**config.mk**
```make
export PLATFORM = sky130hd
export DESIGN_NAME = da_rom_reader
export DESIGN_NICKNAME = d
export VERILOG_FILES = /design/src/rtl/da_pkg.sv /design/src/rtl/da_rom_reader_fifo.sv /design/src/rtl/da_rom_reader.sv
export SDC_FILE = /design/constraint.sdc
export NUM_CORES = 1
export LEC_CHECK = 0
export ABC_AREA = 0
export CORE_MARGIN = 3
export CORE_UTILIZATION = 43
export CTS_CLUSTER_DIAMETER = 200
export CTS_CLUSTER_SIZE = 14
export DETAILED_ROUTE_END_ITERATION = 10
export GPL_TIMING_DRIVEN = 0
export PLACE_DENSITY_LB_ADDON = 0.2
export SLEW_MARGIN = 30
export SYNTH_ARGS = -nofsm -noshare
export SYNTH_HDL_FRONTEND = slang
export SYNTH_SLANG_ARGS = --single-unit
```
**constraint.sdc**
```tcl
create_clock -name clk -period 4.05 [get_ports clk]
set_input_delay 1.215 -clock clk [delete_from_list [all_inputs] [get_ports clk]]
set_output_delay 1.215 -clock clk [all_outputs]
set_load 0.03 [all_outputs]
```
**src/rtl/da_pkg.sv**
```systemverilog
// Shared types and constants for the DA waveform ROM reader.
// DA_ROM_READER_QUARTER_WAVE_EN narrows the ROM address port by two bits (quarter-wave table).
package da_pkg;

    typedef enum logic [1:0] {
        IDLE  = 2'd0,
        RUN   = 2'd1,
        DRAIN = 2'd2
    } state_t;

    // Legal ROM read latencies: unregistered and registered ROM outputs.
    localparam int ROM_LATENCY_COMB = 1;
    localparam int ROM_LATENCY_REG  = 2;

    function automatic int rom_port_width(input int addr_width);
`ifdef DA_ROM_READER_QUARTER_WAVE_EN
        return addr_width - 2;
`else
        return addr_width;
`endif
    endfunction

endpackage

```
**src/rtl/da_rom_reader_fifo.sv**
```systemverilog
// First-word-fall-through return buffer with occupancy count.
module da_rom_reader_fifo
    import da_pkg::*;
#(
    parameter int DEPTH = 4,
    parameter int WIDTH = 8,
    localparam int CNT_W = $clog2(DEPTH + 1),
    localparam int PTR_W = (DEPTH > 1) ? $clog2(DEPTH) : 1
) (
    input  logic             clk,
    input  logic             rst,
    input  logic             push,
    input  logic [WIDTH-1:0] push_data,
    input  logic             pop,
    output logic [WIDTH-1:0] head,
    output logic             valid,
    output logic [CNT_W-1:0] count
);

    logic [WIDTH-1:0] mem [DEPTH];
    logic [PTR_W-1:0] wr_ptr;
    logic [PTR_W-1:0] rd_ptr;
    logic [CNT_W-1:0] count_q;
    logic             do_pop;

    assign do_pop = pop && (count_q != '0);
    assign valid  = (count_q != '0);
    assign head   = mem[rd_ptr];
    assign count  = count_q;

    function automatic logic [PTR_W-1:0] ptr_next(input logic [PTR_W-1:0] p);
        return (p == PTR_W'(DEPTH - 1)) ? '0 : p + 1'b1;
    endfunction

    always_ff @(posedge clk) begin
        if (push) begin
            mem[wr_ptr] <= push_data;
        end
    end

    always_ff @(posedge clk or posedge rst) begin
        if (rst) begin
            wr_ptr  <= '0;
            rd_ptr  <= '0;
            count_q <= '0;
        end else begin
            if (push) begin
                wr_ptr <= ptr_next(wr_ptr);
            end
            if (do_pop) begin
                rd_ptr <= ptr_next(rd_ptr);
            end
            case ({push, do_pop})
                2'b10:   count_q <= count_q + 1'b1;
                2'b01:   count_q <= count_q - 1'b1;
                default: count_q <= count_q;
            endcase
        end
    end

    // Credit accounting upstream must make a push into a full buffer impossible
    // unless the head is leaving in the same cycle.
    always_ff @(posedge clk) begin
        if (!rst) begin
            assert (!(push && !do_pop && (count_q == CNT_W'(DEPTH))));
        end
    end

endmodule

```
**src/rtl/da_rom_reader.sv**
```systemverilog
// DDS address generator and return-path collector for the DA waveform ROM.
// DA_ROM_READER_QUARTER_WAVE_EN selects quarter-wave folding of address and sample.
//
// state | meaning
// IDLE  | waiting for start; outputs quiet
// RUN   | issuing ROM reads whenever a buffer credit is free
// DRAIN | no new reads; waiting for in-flight reads and the buffer to empty
module da_rom_reader
    import da_pkg::*;
#(
    parameter int ADDR_WIDTH  = 10,
    parameter int DATA_WIDTH  = 8,
    parameter int PHASE_WIDTH = 32,
    parameter int ROM_LATENCY = 1,
    parameter int FIFO_DEPTH  = 4,
    localparam int ROM_AW = rom_port_width(ADDR_WIDTH)
) (
    input  logic                   clk,
    input  logic                   rst,
    input  logic                   start,
    input  logic                   stop,
    input  logic [PHASE_WIDTH-1:0] freq_word,
    input  logic [ADDR_WIDTH-1:0]  phase_offset,
    output logic [ROM_AW-1:0]      rom_addr,
    output logic                   rom_addr_strobe,
    input  logic [DATA_WIDTH-1:0]  rom_rd_data,
    output logic [DATA_WIDTH-1:0]  dout,
    output logic                   dout_valid,
    input  logic                   dout_ready,
    output logic                   busy
);

    localparam int CNT_W = $clog2(FIFO_DEPTH + 1);
    localparam bit LAT_OK = (ROM_LATENCY == ROM_LATENCY_COMB) ||
                            (ROM_LATENCY == ROM_LATENCY_REG);

    state_t                  state;
    state_t                  state_nxt;
    logic [PHASE_WIDTH-1:0]  acc;
    logic [PHASE_WIDTH-1:0]  freq_q;
    logic [ADDR_WIDTH-1:0]   offset_q;
    logic [ROM_LATENCY-1:0]  vld_pipe;
    logic [CNT_W-1:0]        inflight;
    logic [CNT_W-1:0]        fifo_count;
    logic [CNT_W:0]          outstanding;
    logic                    credit_ok;
    logic                    issue;
    logic                    load;
    logic [ADDR_WIDTH-1:0]   full_addr;
    logic [ROM_AW-1:0]       issue_addr;
    logic [DATA_WIDTH-1:0]   ret_data;
    logic                    ret_valid;
    logic [DATA_WIDTH-1:0]   fifo_head;
    logic                    fifo_valid;
    logic                    pop;

    always_comb begin
        inflight = '0;
        for (int i = 0; i < ROM_LATENCY; i++) begin
            inflight = inflight + CNT_W'(vld_pipe[i]);
        end
    end

    // Registered counts only: a pop this cycle returns its credit next cycle.
    assign outstanding = {1'b0, fifo_count} + {1'b0, inflight};
    assign credit_ok   = (outstanding < (CNT_W + 1)'(FIFO_DEPTH));

    always_comb begin
        state_nxt = state;
        issue     = 1'b0;
        load      = 1'b0;
        case (state)
            IDLE: begin
                if (start) begin
                    state_nxt = RUN;
                    load      = 1'b1;
                end
            end
            RUN: begin
                issue = credit_ok;
                if (stop) begin
                    state_nxt = DRAIN;
                end
            end
            DRAIN: begin
                if ((inflight == '0) && (fifo_count == '0)) begin
                    state_nxt = IDLE;
                end
            end
            default: state_nxt = IDLE;
        endcase
    end

    assign full_addr = acc[PHASE_WIDTH-1 -: ADDR_WIDTH] + offset_q;

`ifdef DA_ROM_READER_QUARTER_WAVE_EN
    logic [1:0]             quad;
    logic [ROM_AW-1:0]      quad_idx;
    logic [ROM_LATENCY-1:0] inv_pipe;

    assign quad       = full_addr[ADDR_WIDTH-1 -: 2];
    assign quad_idx   = full_addr[ROM_AW-1:0];
    assign issue_addr = quad[0] ? ~quad_idx : quad_idx;
    // Offset-binary inversion: all-ones minus x equals bitwise ~x.
    assign ret_data   = inv_pipe[ROM_LATENCY-1] ? ~rom_rd_data : rom_rd_data;

    always_ff @(posedge clk or posedge rst) begin
        if (rst) begin
            inv_pipe <= '0;
        end else begin
            inv_pipe[0] <= issue & quad[1];
            for (int i = 1; i < ROM_LATENCY; i++) begin
                inv_pipe[i] <= inv_pipe[i-1];
            end
        end
    end
`else
    assign issue_addr = full_addr;
    assign ret_data   = rom_rd_data;
`endif

    assign rom_addr        = issue ? issue_addr : '0;
    assign rom_addr_strobe = issue;
    assign ret_valid       = vld_pipe[ROM_LATENCY-1];
    assign busy            = (state != IDLE);

    always_ff @(posedge clk or posedge rst) begin
        if (rst) begin
            state    <= IDLE;
            acc      <= '0;
            freq_q   <= '0;
            offset_q <= '0;
            vld_pipe <= '0;
        end else begin
            state <= state_nxt;
            if (load) begin
                freq_q   <= freq_word;
                offset_q <= phase_offset;
                acc      <= '0;
            end else if (issue) begin
                acc <= acc + freq_q;
            end
            vld_pipe[0] <= issue;
            for (int i = 1; i < ROM_LATENCY; i++) begin
                vld_pipe[i] <= vld_pipe[i-1];
            end
        end
    end

    assign pop = fifo_valid && dout_ready;

    da_rom_reader_fifo #(
        .DEPTH (FIFO_DEPTH),
        .WIDTH (DATA_WIDTH)
    ) u_fifo (
        .clk       (clk),
        .rst       (rst),
        .push      (ret_valid),
        .push_data (ret_data),
        .pop       (pop),
        .head      (fifo_head),
        .valid     (fifo_valid),
        .count     (fifo_count)
    );

    assign dout_valid = fifo_valid;
    assign dout       = fifo_valid ? fifo_head : '0;

    always_ff @(posedge clk) begin
        if (!rst) begin
            assert (LAT_OK);
        end
    end

endmodule

```
### After elaboration in Yosys (flattened, before gate mapping)

Memories as Yosys holds them, arrays and structs flattened.
Cells that the tools add are included.

* memories kept: 1
* register bits: 84
* bits in latches: 0
* word-level logic and storage cells: 53
* input bits: 55
* memory bits (writable): 32
* memory bits (read-only): 0
* output and inout bits: 21

* shift operators: 0
* equality and inequality tests: 9
* $add $sub $neg: 7
* muxes and demuxes: 16
* $mul: 0
* bitwise operators: 0
* $lt $le $gt $ge: 1
* reductions and logical operators: 11
* div/mod/pow operators: 0

Memories
* u_fifo.mem: depth 4, bits a word 8, read ports 1, clocked after memory_dff 0, write ports 1, line da_rom_reader_fifo.sv:20 `logic [WIDTH-1:0] mem [DEPTH];`

Operators with widths (count)
* 32-bit 2-to-1 mux: 2
* 32-bit adder: 1
* 10-bit adder: 1
* 10-bit 2-to-1 mux: 1
* 2-bit 2-to-1 mux: 5
* 2-bit == test, second input constant: 4
* 8-bit 2-to-1 mux: 1
* 3-bit logical NOT: 2
* 2-bit != test, second input constant: 3
* 2-bit one-hot mux with 3 select lines: 1
* 3-bit one-hot mux with 2 select lines: 1
* 2-bit nonzero test: 3
* 1-bit 2-to-1 mux: 5
* 2-bit by 1-bit adder with 2-bit output, second input constant: 2
* 3-bit by 1-bit adder with 4-bit output: 1
* 2-bit by 1-bit == test with 1-bit output, second input constant: 2
* 4-bit by 3-bit less-than comparator with 1-bit output, second input constant: 1
* 3-bit by 1-bit adder with 3-bit output, second input constant: 1
* 1-bit logical AND: 3
* 3-bit AND reduction: 1
* 3-bit nonzero test: 1
* 3-bit by 1-bit subtractor with 3-bit output, second input constant: 1
* 2-bit logical NOT: 1

### Depth between registers and ports, before layout

Gate-level depths: netlist of the first run.

* word-level depth: 5
* depth in mapped cells: 10
* gate-level depth less buffers: 10

### Cells and area by module

From an unflattened synthesis of the first run, not the netlist that was laid out.

* cell total of the unflattened synthesis: 589
* area total of the unflattened synthesis: 6543.8 µm²

By module, submodules not included
* da_rom_reader: sequential area each 1926.8 µm², instances 1, cells each 507, area each 4952.2 µm²
* da_rom_reader_fifo: sequential area each 1136.1 µm², instances 1, cells each 82, area each 1591.5 µm²

### Worst setup path before layout of the first run

Ideal clock, no wire load.

* path kind: reg-to-output
* from: reg acc[22]
* to: out rom_addr[8]
* buffers on the path: 0
* arrival: 2.407 ns
* stages on the path, launching flop included: 11
* setup slack: 0.428 ns
* data required time: 2.835 ns
* cell sequence: dfrtp_1 > ha_1 > inv_1 > fa_1 > nor2b_1 > o21ai_0 > a21oi_1 > o21ai_0 > a21oi_1 > nor3_1 > nor3b_1

* longest elaborated chain between the ends: 2

Ends and longest elaborated chain
* from (decl): line da_rom_reader.sv:39 `logic [PHASE_WIDTH-1:0] acc;`
* from (signal assigned): line da_rom_reader.sv:141 `acc <= acc + freq_q;`
* 10-bit adder: line da_rom_reader.sv:94 `assign full_addr = acc[PHASE_WIDTH-1 -: ADDR_WIDTH] + offset_q;`
* 10-bit 2-to-1 mux: line da_rom_reader.sv:122 `assign rom_addr = issue ? issue_addr : '0;`
* to (decl): line da_rom_reader.sv:24 `output logic [ROM_AW-1:0] rom_addr,`

Every way passes these cells.

### Final worst setup path of the first run

* from: reg acc[23]
* to: out rom_addr[9]

The elaborated chain is that of the path after synthesis.

==> run_results.csv, run 1 <==
group,metric,value,unit
floorplanning,design.core.area,15300,sq um
sta,fin_crit,3960,ps
synthesis,yosysWarnings,0,
power_and_ir_drop,p_sw_frac,0.421,
placed_design,hpwl,11300,um
routing,drtAntennaViolNets,0,
layout,n_fill_cell,1320,
global_routing,antenna_found_initial,0,
floorplanning,die_h,131,um
global_routing,grt_start_max_net_pins,46,
power_and_ir_drop,ir_drop,375,uV
sta,timing.hold.ws,479,ps
synthesis,synth-compound-area-share,0.156,
clock_tree,cts_tree,"done",
sta,relSlewSlack,0.557,
sta,setup_viol,0,
synthesis,synth-xor-area-share,0.0352,
clock_tree,clk_path_buf_depth,2,
critical_path,path_delay_family,"compound AO/OA/AOI/OAI gates",
floorplanning,row_count,45,
power_and_ir_drop,power-per-cell-area,867,nW/um^2
critical_path,path_cells,"ha_1, a21o_1, a21oi_2, o21ai_1, a2111o_1, a41oi_1, xnor2_1, nor2_1, clkbuf_4",
clock_tree,cts.reportedPaths.clkPinSlew,60,ps
clock_tree,cts_buffers,17,
outcome,status,"finished, final reports clean",
sta,hold_viol,0,
routing,wl,15500,um
floorplanning,start_util,0.441,
power_and_ir_drop,leakage,3.55,nW
synthesis,synthesis.nets,720,
critical_path,cp_max_fo,4,
synthesis,yosys.area_share.simple,0.126,
power_and_ir_drop,power_switching,0.00305,W
power_and_ir_drop,power_frac_seq,0.262,
power_and_ir_drop,comb_power_share,0.535,
power_and_ir_drop,intPower,0.00419,W
routing,initialDrtViolationCount,246,
critical_path,arrival,2750,ps
synthesis,synth_edf_count,32,
global_routing,grt_pass1_wl,25500,um
global_routing,grt_pass1_vias,5128,
synthesis,syn_avg_cell_area,10.9,sq um
critical_path,criticalPathCategory,"reg2out",
global_routing,grtUsageTotal,0.191,
routing,vias_per_cell,5.43,
floorplanning,dieArea,17200,sq um
synthesis,ys_ff_latch,116,
synthesis,async_reset_ff_frac,0.724,
routing,vias,5078,
layout,layout_common_cells,"dfrtp_1, clkdlybuf4s50_1, ha_1",
power_and_ir_drop,p_clk_frac,0.203,
synthesis,syn_area,6720,sq um
synthesis,syn_inst,616,
critical_path,end_kind,"primary output",
sta,fin_crit_sh,0.978,
layout,nNetsFinal,816,
synthesis,synth_cell_type_count,66,
layout,layout-drive-gt1-share,0.167,
critical_path,path_buf_inv,1,
layout,synthToLayoutAreaGrowth,24.3,%
critical_path,required,2830,ps
flow_run,cap_violations,0,
sta,fin_skew,10.7,ps
routing,dr.pass1.iters,5,
placed_design,io_buffers,75,
clock_tree,cts.root.buffer_cell,"clkbuf_16",
clock_tree,cts.sinks,116,
placed_design,gp_congestion,0.868,
routing,post-route-drc-count,0,
routing,wire_per_inst,16.6,um
layout,layout_commonest_cell,"dfrtp_1",
synthesis,yosysSeqAreaShare,0.456,
layout,n_antenna_cell,0,
critical_path,slowest_stage,"dfrtp_1",
synthesis,yosys.area_share.adder,0.0946,
critical_path,cpPeakStageDelay,440,ps
clock_tree,ctsHoldBuffers,0,
worst_hold_path,hold_class,"reg2reg",
synthesis,synthMuxAreaShare,0.103,
clock_tree,clock_latency,420,ps
layout,final_core_util,0.548,
sta,drv_slew,0,
global_routing,grt_overflow,0,
synthesis,synth_top_flop_cell,"dfrtp_1",
floorplanning,num_io_pins,76,
sta,fmax,252,MHz
critical_path,critPathLaunchType,"flip-flop",
sta,worstMarginPinSlew,665,ps
floorplanning,die_width,131,um
synthesis,synth_top_family_by_area,"compound AO/OA/AOI/OAI gates",
clock_tree,ctsHtreeMaxLevel,4,
## cell families after synthesis
| logic type | after synthesis |
|---|---|
| AOI/OAI and AO/OA | 152 |
| xor gates and xnor gates | 27 |
| adders and majority gates | 49 |
| buffers and inverters | 51 |
| DFF | 116 |
| muxes | 54 |
| and+or+nand+nor | 167 |
## metrics by stage
stage | std cells | TNS, ps | worst slack (ps) | power, W | area (sq um)
2_1_floorplan | 616 | 0 | 428 | 0.00476 | 6720
3_3_place_gp | 902 | -64770 | -778 | 0.00565 | 7740
3_5_place_dp | 903 | -94.9 | -73.7 | 0.00577 | 7770
4_1_cts | 934 | 0 | 11.0 | 0.00726 | 8330
5_1_grt | 936 | -60.0 | -39.5 | 0.00783 | 8360
6_report | 936 | 0 | 89.3 | 0.00725 | 8360
## synth_stat cells, types with 13 or more instances
master | n | area, sq um
a21o_1 | 22 | 165
a21oi_1 | 30 | 150
and2_1 | 13 | 81.3
clkbuf_1 | 22 | 82.6
dfrtp_1 | 84 | 2100
edfxtp_1 | 32 | 961
ha_1 | 46 | 576
inv_1 | 21 | 78.8
mux2_2 | 43 | 484
nand2_1 | 34 | 128
nand3_1 | 43 | 215
nor2_1 | 23 | 86.3
nor3_1 | 19 | 95.1
o21ai_0 | 37 | 185
xnor2_1 | 13 | 114
xor2_1 | 14 | 123
## path summary, 6_finish.rpt
kind,from,to,slack [ps],depth (start not counted)
min in group asynchronous,rst,freq_q[3],1180,2
worst min register to register,state[1],state[0],480,1
worst min-delay path,state[1],state[0],480,1
max in group asynchronous,rst,acc[23],2320,3
worst max register to register,acc[16],acc[24],1460,8
worst max-delay path,acc[23],rom_addr[9],90,9
## what timing repair did
action,4_1_cts,5_1_grt
pin swaps,3,6
gates resized for setup,25,19
setup buffers,0,2
endpoints found under the setup margin,10,14
cloned,0,0
## power by group through the flow
stage,registers [W],logic (W),clock network (W)
after floorplan,0.00183,0.00293,0
final,0.00190,0.00387,0.00147
after global routing,0.00195,0.00432,0.00155
after CTS,0.00190,0.00385,0.00150
after detailed placement,0.00192,0.00385,0
after global placement,0.00190,0.00375,0
## final cells by class
class                   instances  area [sq um]  share of cell area
multi-input cells             449          3470               0.416
flip-flops and latches        116          3060               0.367
repair buffers                 78           769              0.0921
clock buffers                  17           425              0.0509
well taps                     211           264              0.0316
clock inverters                15           158              0.0189
plain buffers                  29           120              0.0144
inverters                      21          83.8              0.0100
## per-layer routing
layer  global-route usage  wire length (um)  part of all wire
met2                0.312              7480              0.48
met3               0.0378               692             0.045
met5                    0                 0                 0
met4               0.0641               263             0.017
met1                0.257              7100              0.46
## sequential cells by signal, summed over array words and instances, names as in the netlist
| name | cells |
|---|---|
| acc | 32 |
| freq_q | 32 |
| u_fifo.mem | 32 |
| offset_q | 10 |
| u_fifo.count | 3 |
| state | 2 |
| u_fifo.rd_ptr | 2 |
| u_fifo.wr_ptr | 2 |
| ret_valid | 1 |
No activity file was read; power rests on OpenSTA's default activity.
==> inputs of run 2 (changes only) <==
- SLEW_MARGIN: 30 -> 20
==> run_results.csv, run 2 (synthesis results as in run 1) <==
group,metric,value,unit
outcome,status,"finished, final reports clean",
critical_path,critPathLaunchType,"flip-flop",
global_routing,grt_overflow,0,
clock_tree,cts.root.buffer_cell,"clkbuf_16",
sta,rsz0062_at_grt,"yes",
floorplanning,start_util,0.441,
critical_path,path_delay_family,"compound AO/OA/AOI/OAI gates",
critical_path,criticalPathCategory,"reg2out",
clock_tree,clk_path_buf_depth,2,
power_and_ir_drop,total_power,0.00731,W
layout,nNetsFinal,816,
power_and_ir_drop,ir_drop,445,uV
routing,initialDrtViolationCount,260,
floorplanning,row_count,45,
clock_tree,ctsHtreeMaxLevel,4,
global_routing,grt_pass1_wl,25700,um
routing,dr.pass1.iters,5,
clock_tree,cts.reportedPaths.clkPinSlew,50,ps
sta,timing.hold.ws,478,ps
sta,worstMarginPinSlew,664,ps
placed_design,hpwl,11300,um
flow_run,cap_violations,0,
layout,layout_common_cells,"dfrtp_1, clkdlybuf4s50_1, ha_1",
routing,wl,15700,um
sta,fmax,250,MHz
layout,stdcell_count,936,
clock_tree,ctsHoldBuffers,0,
sta,fin_crit_sh,0.987,
layout,reg.largest.list,"acc x32, freq_q x32, u_fifo.mem x32",
sta,fin_tns_setup,0,ps
floorplanning,dieArea,17200,sq um
layout,synthToLayoutAreaGrowth,24.6,%
layout,layout_commonest_cell,"dfrtp_1",
layout,n_antenna_cell,0,
floorplanning,num_io_pins,76,
power_and_ir_drop,power-per-cell-area,873,nW/um^2
layout,layout-drive-gt1-share,0.168,
power_and_ir_drop,leakage,3.57,nW
routing,vias,5092,
routing,post-route-drc-count,0,
critical_path,cpPeakStageDelay,460,ps
clock_tree,cts_tree,"done",
floorplanning,design.core.area,15300,sq um
global_routing,grtUsageTotal,0.194,
floorplanning,die_width,131,um
sta,hold_viol,0,
critical_path,cp_max_fo,4,
placed_design,place_inst,903,
sta,drv_slew,0,
clock_tree,clock_latency,410,ps
critical_path,required,2830,ps
sta,setup_viol,0,
critical_path,end_kind,"primary output",
clock_tree,cts.sinks,116,
global_routing,antenna_found_initial,0,
placed_design,gp_congestion,0.868,
clock_tree,cts_buffers,17,
worst_hold_path,hold_class,"reg2reg",
routing,vias_per_cell,5.44,
global_routing,grt_pass1_vias,5143,
routing,wire_per_inst,16.7,um
critical_path,slowest_stage,"a2111o_1",
sta,fin_crit,4000,ps
global_routing,grt_start_max_net_pins,46,
sta,relSlewSlack,0.558,
placed_design,io_buffers,75,
floorplanning,die_h,131,um
critical_path,path_cells,"ha_1, a21o_1, a21oi_2, o21ai_1, a2111o_1, a41oi_1, xnor2_1, nor2_1, clkbuf_4",
critical_path,arrival,2780,ps
routing,drtAntennaViolNets,0,
critical_path,path_buf_inv,1,
sta,fin_skew,4.82,ps
-- run 2: cell types whose count changed in the layout (fill, tap and decap cells not counted) --
| cell | change |
|---|---|
| a21oi_2 | -1 |
| clkinvlp_4 | -1 |
| inv_6 | -1 |
| o21ai_1 | -1 |
| a21oi_1 | +1 |
| dfrtp_1 | -2 |
| o21ai_0 | +1 |
| bufinv_16 | +1 |
| clkdlybuf4s15_1 | -1 |
| inv_4 | +1 |
| dfrtp_2 | +2 |
| dlygate4sd2_1 | +1 |
-- run 2: worst paths after layout --
kind | startpoint | endpoint | slack [ps] | depth (start not counted)
setup / recovery | acc[23] | rom_addr[9] | 50 | 9
hold / removal | state[1] | state[0] | 480 | 1
setup reg to reg | freq_q[16] | acc[24] | 1430 | 8
hold reg to reg | state[1] | state[0] | 480 | 1
max in group asynchronous | rst | acc[23] | 2220 | 3
min in group asynchronous | rst | freq_q[3] | 1210 | 2
-- run 2: report_power, final --
group / total (W) / internal (W) / switching [W]
clock: 0.00154 / 0.000971 / 0.000565
combinational: 0.00387 / 0.00165 / 0.00223
sequential: 0.00190 / 0.00164 / 0.000267
-- run 2: cell type report --
cell class	instances	area [sq um]
clock buffers	17	425
inverters	21	81.3
flip-flops and latches	116	3070
fillers	1339	6890
clock inverters	15	180
multi-input cells	449	3470
plain buffers	29	120
repair buffers	78	768
well taps	211	264
-- run 2: layer usage --
layer | part of all wire | global-route usage | vias to the layer above
met5 | 0 | 0 | -
met4 | 0.018 | 0.0708 | 0
met3 | 0.047 | 0.0427 | 22
met2 | 0.48 | 0.314 | 129
met1 | 0.46 | 0.256 | 2452
li1 | - | - | 2489
-- run 2: timing repair --
item                                    CTS  global route
buffers inserted                          0             2
resized for setup                        25            18
pin swaps                                 3             3
endpoints found under the setup margin   10            14
-- run 2: stage by stage --
step,setup WS [ps],utilization,instance area (sq um)
final,52.3,0.549,8370
after global routing,-76.7,0.549,8370
after CTS,11.4,0.547,8350
after detailed placement,-79.7,0.509,7770
after global placement,-778,0.507,7740
after floorplan,428,-,6720
==> inputs of run 3 (changes only) <==
--- a/config.mk
+++ b/config.mk
@@ -10,2 +10,3 @@
 export CORE_UTILIZATION = 43
+export CTS_BUF_LIST = sky130_fd_sc_hd__clkbuf_4 sky130_fd_sc_hd__clkbuf_8
 export CTS_CLUSTER_DIAMETER = 200
==> constraint.sdc (replaced) <==
create_clock -name clk -period 3.7 [get_ports clk]
set_input_delay 0.555 -clock clk [delete_from_list [all_inputs] [get_ports clk]]
set_output_delay 0.555 -clock clk [all_outputs]
set_load 0.03 [all_outputs]
==> run_results.csv, run 3 (synthesis results as in run 1) <==
group,metric,value,unit
power_and_ir_drop,intPower,0.00425,W
floorplanning,row_count,45,
clock_tree,clock_latency,460,ps
placed_design,place_ws,230,ps
critical_path,arrival,2950,ps
clock_tree,cts.sinks,116,
routing,dr.pass1.iters,4,
sta,worstMarginPinSlew,791,ps
floorplanning,design.core.area,15300,sq um
power_and_ir_drop,power_frac_seq,0.276,
critical_path,required,3140,ps
layout,n_antenna_cell,0,
power_and_ir_drop,ir_drop,392,uV
worst_hold_path,hold_class,"reg2reg",
floorplanning,die_width,131,um
global_routing,grt_start_max_net_pins,46,
clock_tree,cts_buffers,17,
critical_path,critPathLaunchType,"flip-flop",
critical_path,cp_max_fo,3,
sta,fin_crit_sh,0.947,
routing,drtAntennaViolNets,0,
layout,layout-drive-gt1-share,0.154,
worst_hold_path,hp-start,"state[1]",
routing,vias,5014,
clock_tree,clk_path_buf_depth,2,
routing,wire_per_inst,16.5,um
floorplanning,dieArea,17200,sq um
placed_design,gp_congestion,0.868,
routing,vias_per_cell,5.37,
floorplanning,die_h,131,um
sta,worst_slack,196,ps
clock_tree,ctsHoldBuffers,0,
critical_path,critPathLaunch,"acc[22]",
power_and_ir_drop,power_switching,0.00326,W
critical_path,criticalPathCategory,"reg2out",
global_routing,antenna_found_initial,0,
floorplanning,num_io_pins,76,
power_and_ir_drop,comb_power_share,0.559,
sta,hold_viol,0,
layout,synthToLayoutAreaGrowth,21.4,%
power_and_ir_drop,total_power,0.00751,W
global_routing,grt_pass1_vias,5171,
critical_path,r2r-start,"freq_q[16]",
sta,relSlewSlack,0.473,
floorplanning,start_util,0.441,
sta,fin_crit,3500,ps
sta,drv_slew,0,
placed_design,io_buffers,75,
sta,setup_viol,0,
critical_path,end_kind,"primary output",
power_and_ir_drop,leakage,3.47,nW
clock_tree,ctsHtreeMaxLevel,4,
layout,layout_common_cells,"dfrtp_1, clkdlybuf4s50_1, ha_1",
power_and_ir_drop,p_clk_frac,0.165,
clock_tree,cts.root.buffer_cell,"clkbuf_8",
clock_tree,cts_tree,"done",
outcome,status,"finished, final reports clean",
layout,reg.largest.list,"acc x32, freq_q x32, u_fifo.mem x32",
layout,nNetsFinal,814,
global_routing,grt_pass1_wl,25500,um
sta,rsz0062_at_grt,"no",
power_and_ir_drop,p_sw_frac,0.434,
power_and_ir_drop,power-per-cell-area,920,nW/um^2
clock_tree,cts.reportedPaths.clkPinSlew,70,ps
routing,wl,15400,um
layout,layout_commonest_cell,"dfrtp_1",
routing,post-route-drc-count,0,
global_routing,grt_overflow,0,
placed_design,hpwl,11300,um
flow_run,cap_violations,0,
global_routing,grtUsageTotal,0.192,
sta,fmax,285,MHz
routing,initialDrtViolationCount,262,
sta,fin_skew,10.1,ps
-- run 3: changes by cell type in the layout (fill, tap and decap cells not counted), moves of 3 or more --
cell / delta
clkbuf_16: -17
clkbuf_8: +17
buf_4: -3
clkdlybuf4s50_1: +3
-- run 3: layout make-up --
class	instances	area, sq um
Sequential cell	116	3060
Tap cell	211	264
Inverter	21	81.3
Timing Repair Buffer	76	763
Clock inverter	15	180
Buffer	29	118
Fill cell	1368	7100
Multi-Input combinational cell	449	3460
Clock buffer	17	234
-- run 3: final timing paths --
path / end / slack [ps] / cells past startpoint
worst max-delay path: rom_addr[8] / 200 / 11
worst min-delay path: state[0] / 480 / 1
worst max register to register: acc[24] / 1130 / 8
worst min register to register: state[0] / 480 / 1
max in group asynchronous: freq_q[25] / 2580 / 3
min in group asynchronous: freq_q[3] / 500 / 2
-- run 3: critical path, cell delays in order, from the launching register on --
cell and delay [ps]:
dfrtp_1 440, ha_1 220, inv_1 60, fa_1 380, nor2b_1 160, o21ai_0 110
a21oi_1 230, o21ai_0 140, a21oi_1 200, nor3_1 70, nor3b_1 240, clkbuf_2 250
-- run 3: power by group through the flow --
stage	sequential [W]	combinational [W]	clock (W)
detailed placement	0.00210	0.00421	0
floorplan	0.00200	0.00321	0
global placement	0.00208	0.00411	0
global route	0.00213	0.00470	0.00132
finish	0.00207	0.00420	0.00124
CTS	0.00208	0.00422	0.00127
-- run 3: through the flow --
step / hold WS (ps) / TNS [ps] / area (sq um) / cells / utilization
after global placement: 449 / -38720 / 7740 / 902 / 0.507
after floorplan: 433 / 0 / 6720 / 616 / -
after global routing: 509 / 0 / 8160 / 934 / 0.535
after detailed placement: 470 / 0 / 7770 / 903 / 0.509
after CTS: 484 / 0 / 8170 / 934 / 0.535
final: 481 / 0 / 8160 / 934 / 0.535
-- run 3: routing by layer --
layer  track usage  routed length (um)
met5             0                   0
met3        0.0451                 763
met2         0.310                7280
met1         0.254                7070
met4        0.0720                 268
-- run 3: what timing repair did --
action                                  4_1_cts  5_1_grt
resized for setup                             5       11
endpoints found under the setup margin        8        4
setup buffers                                 0        0
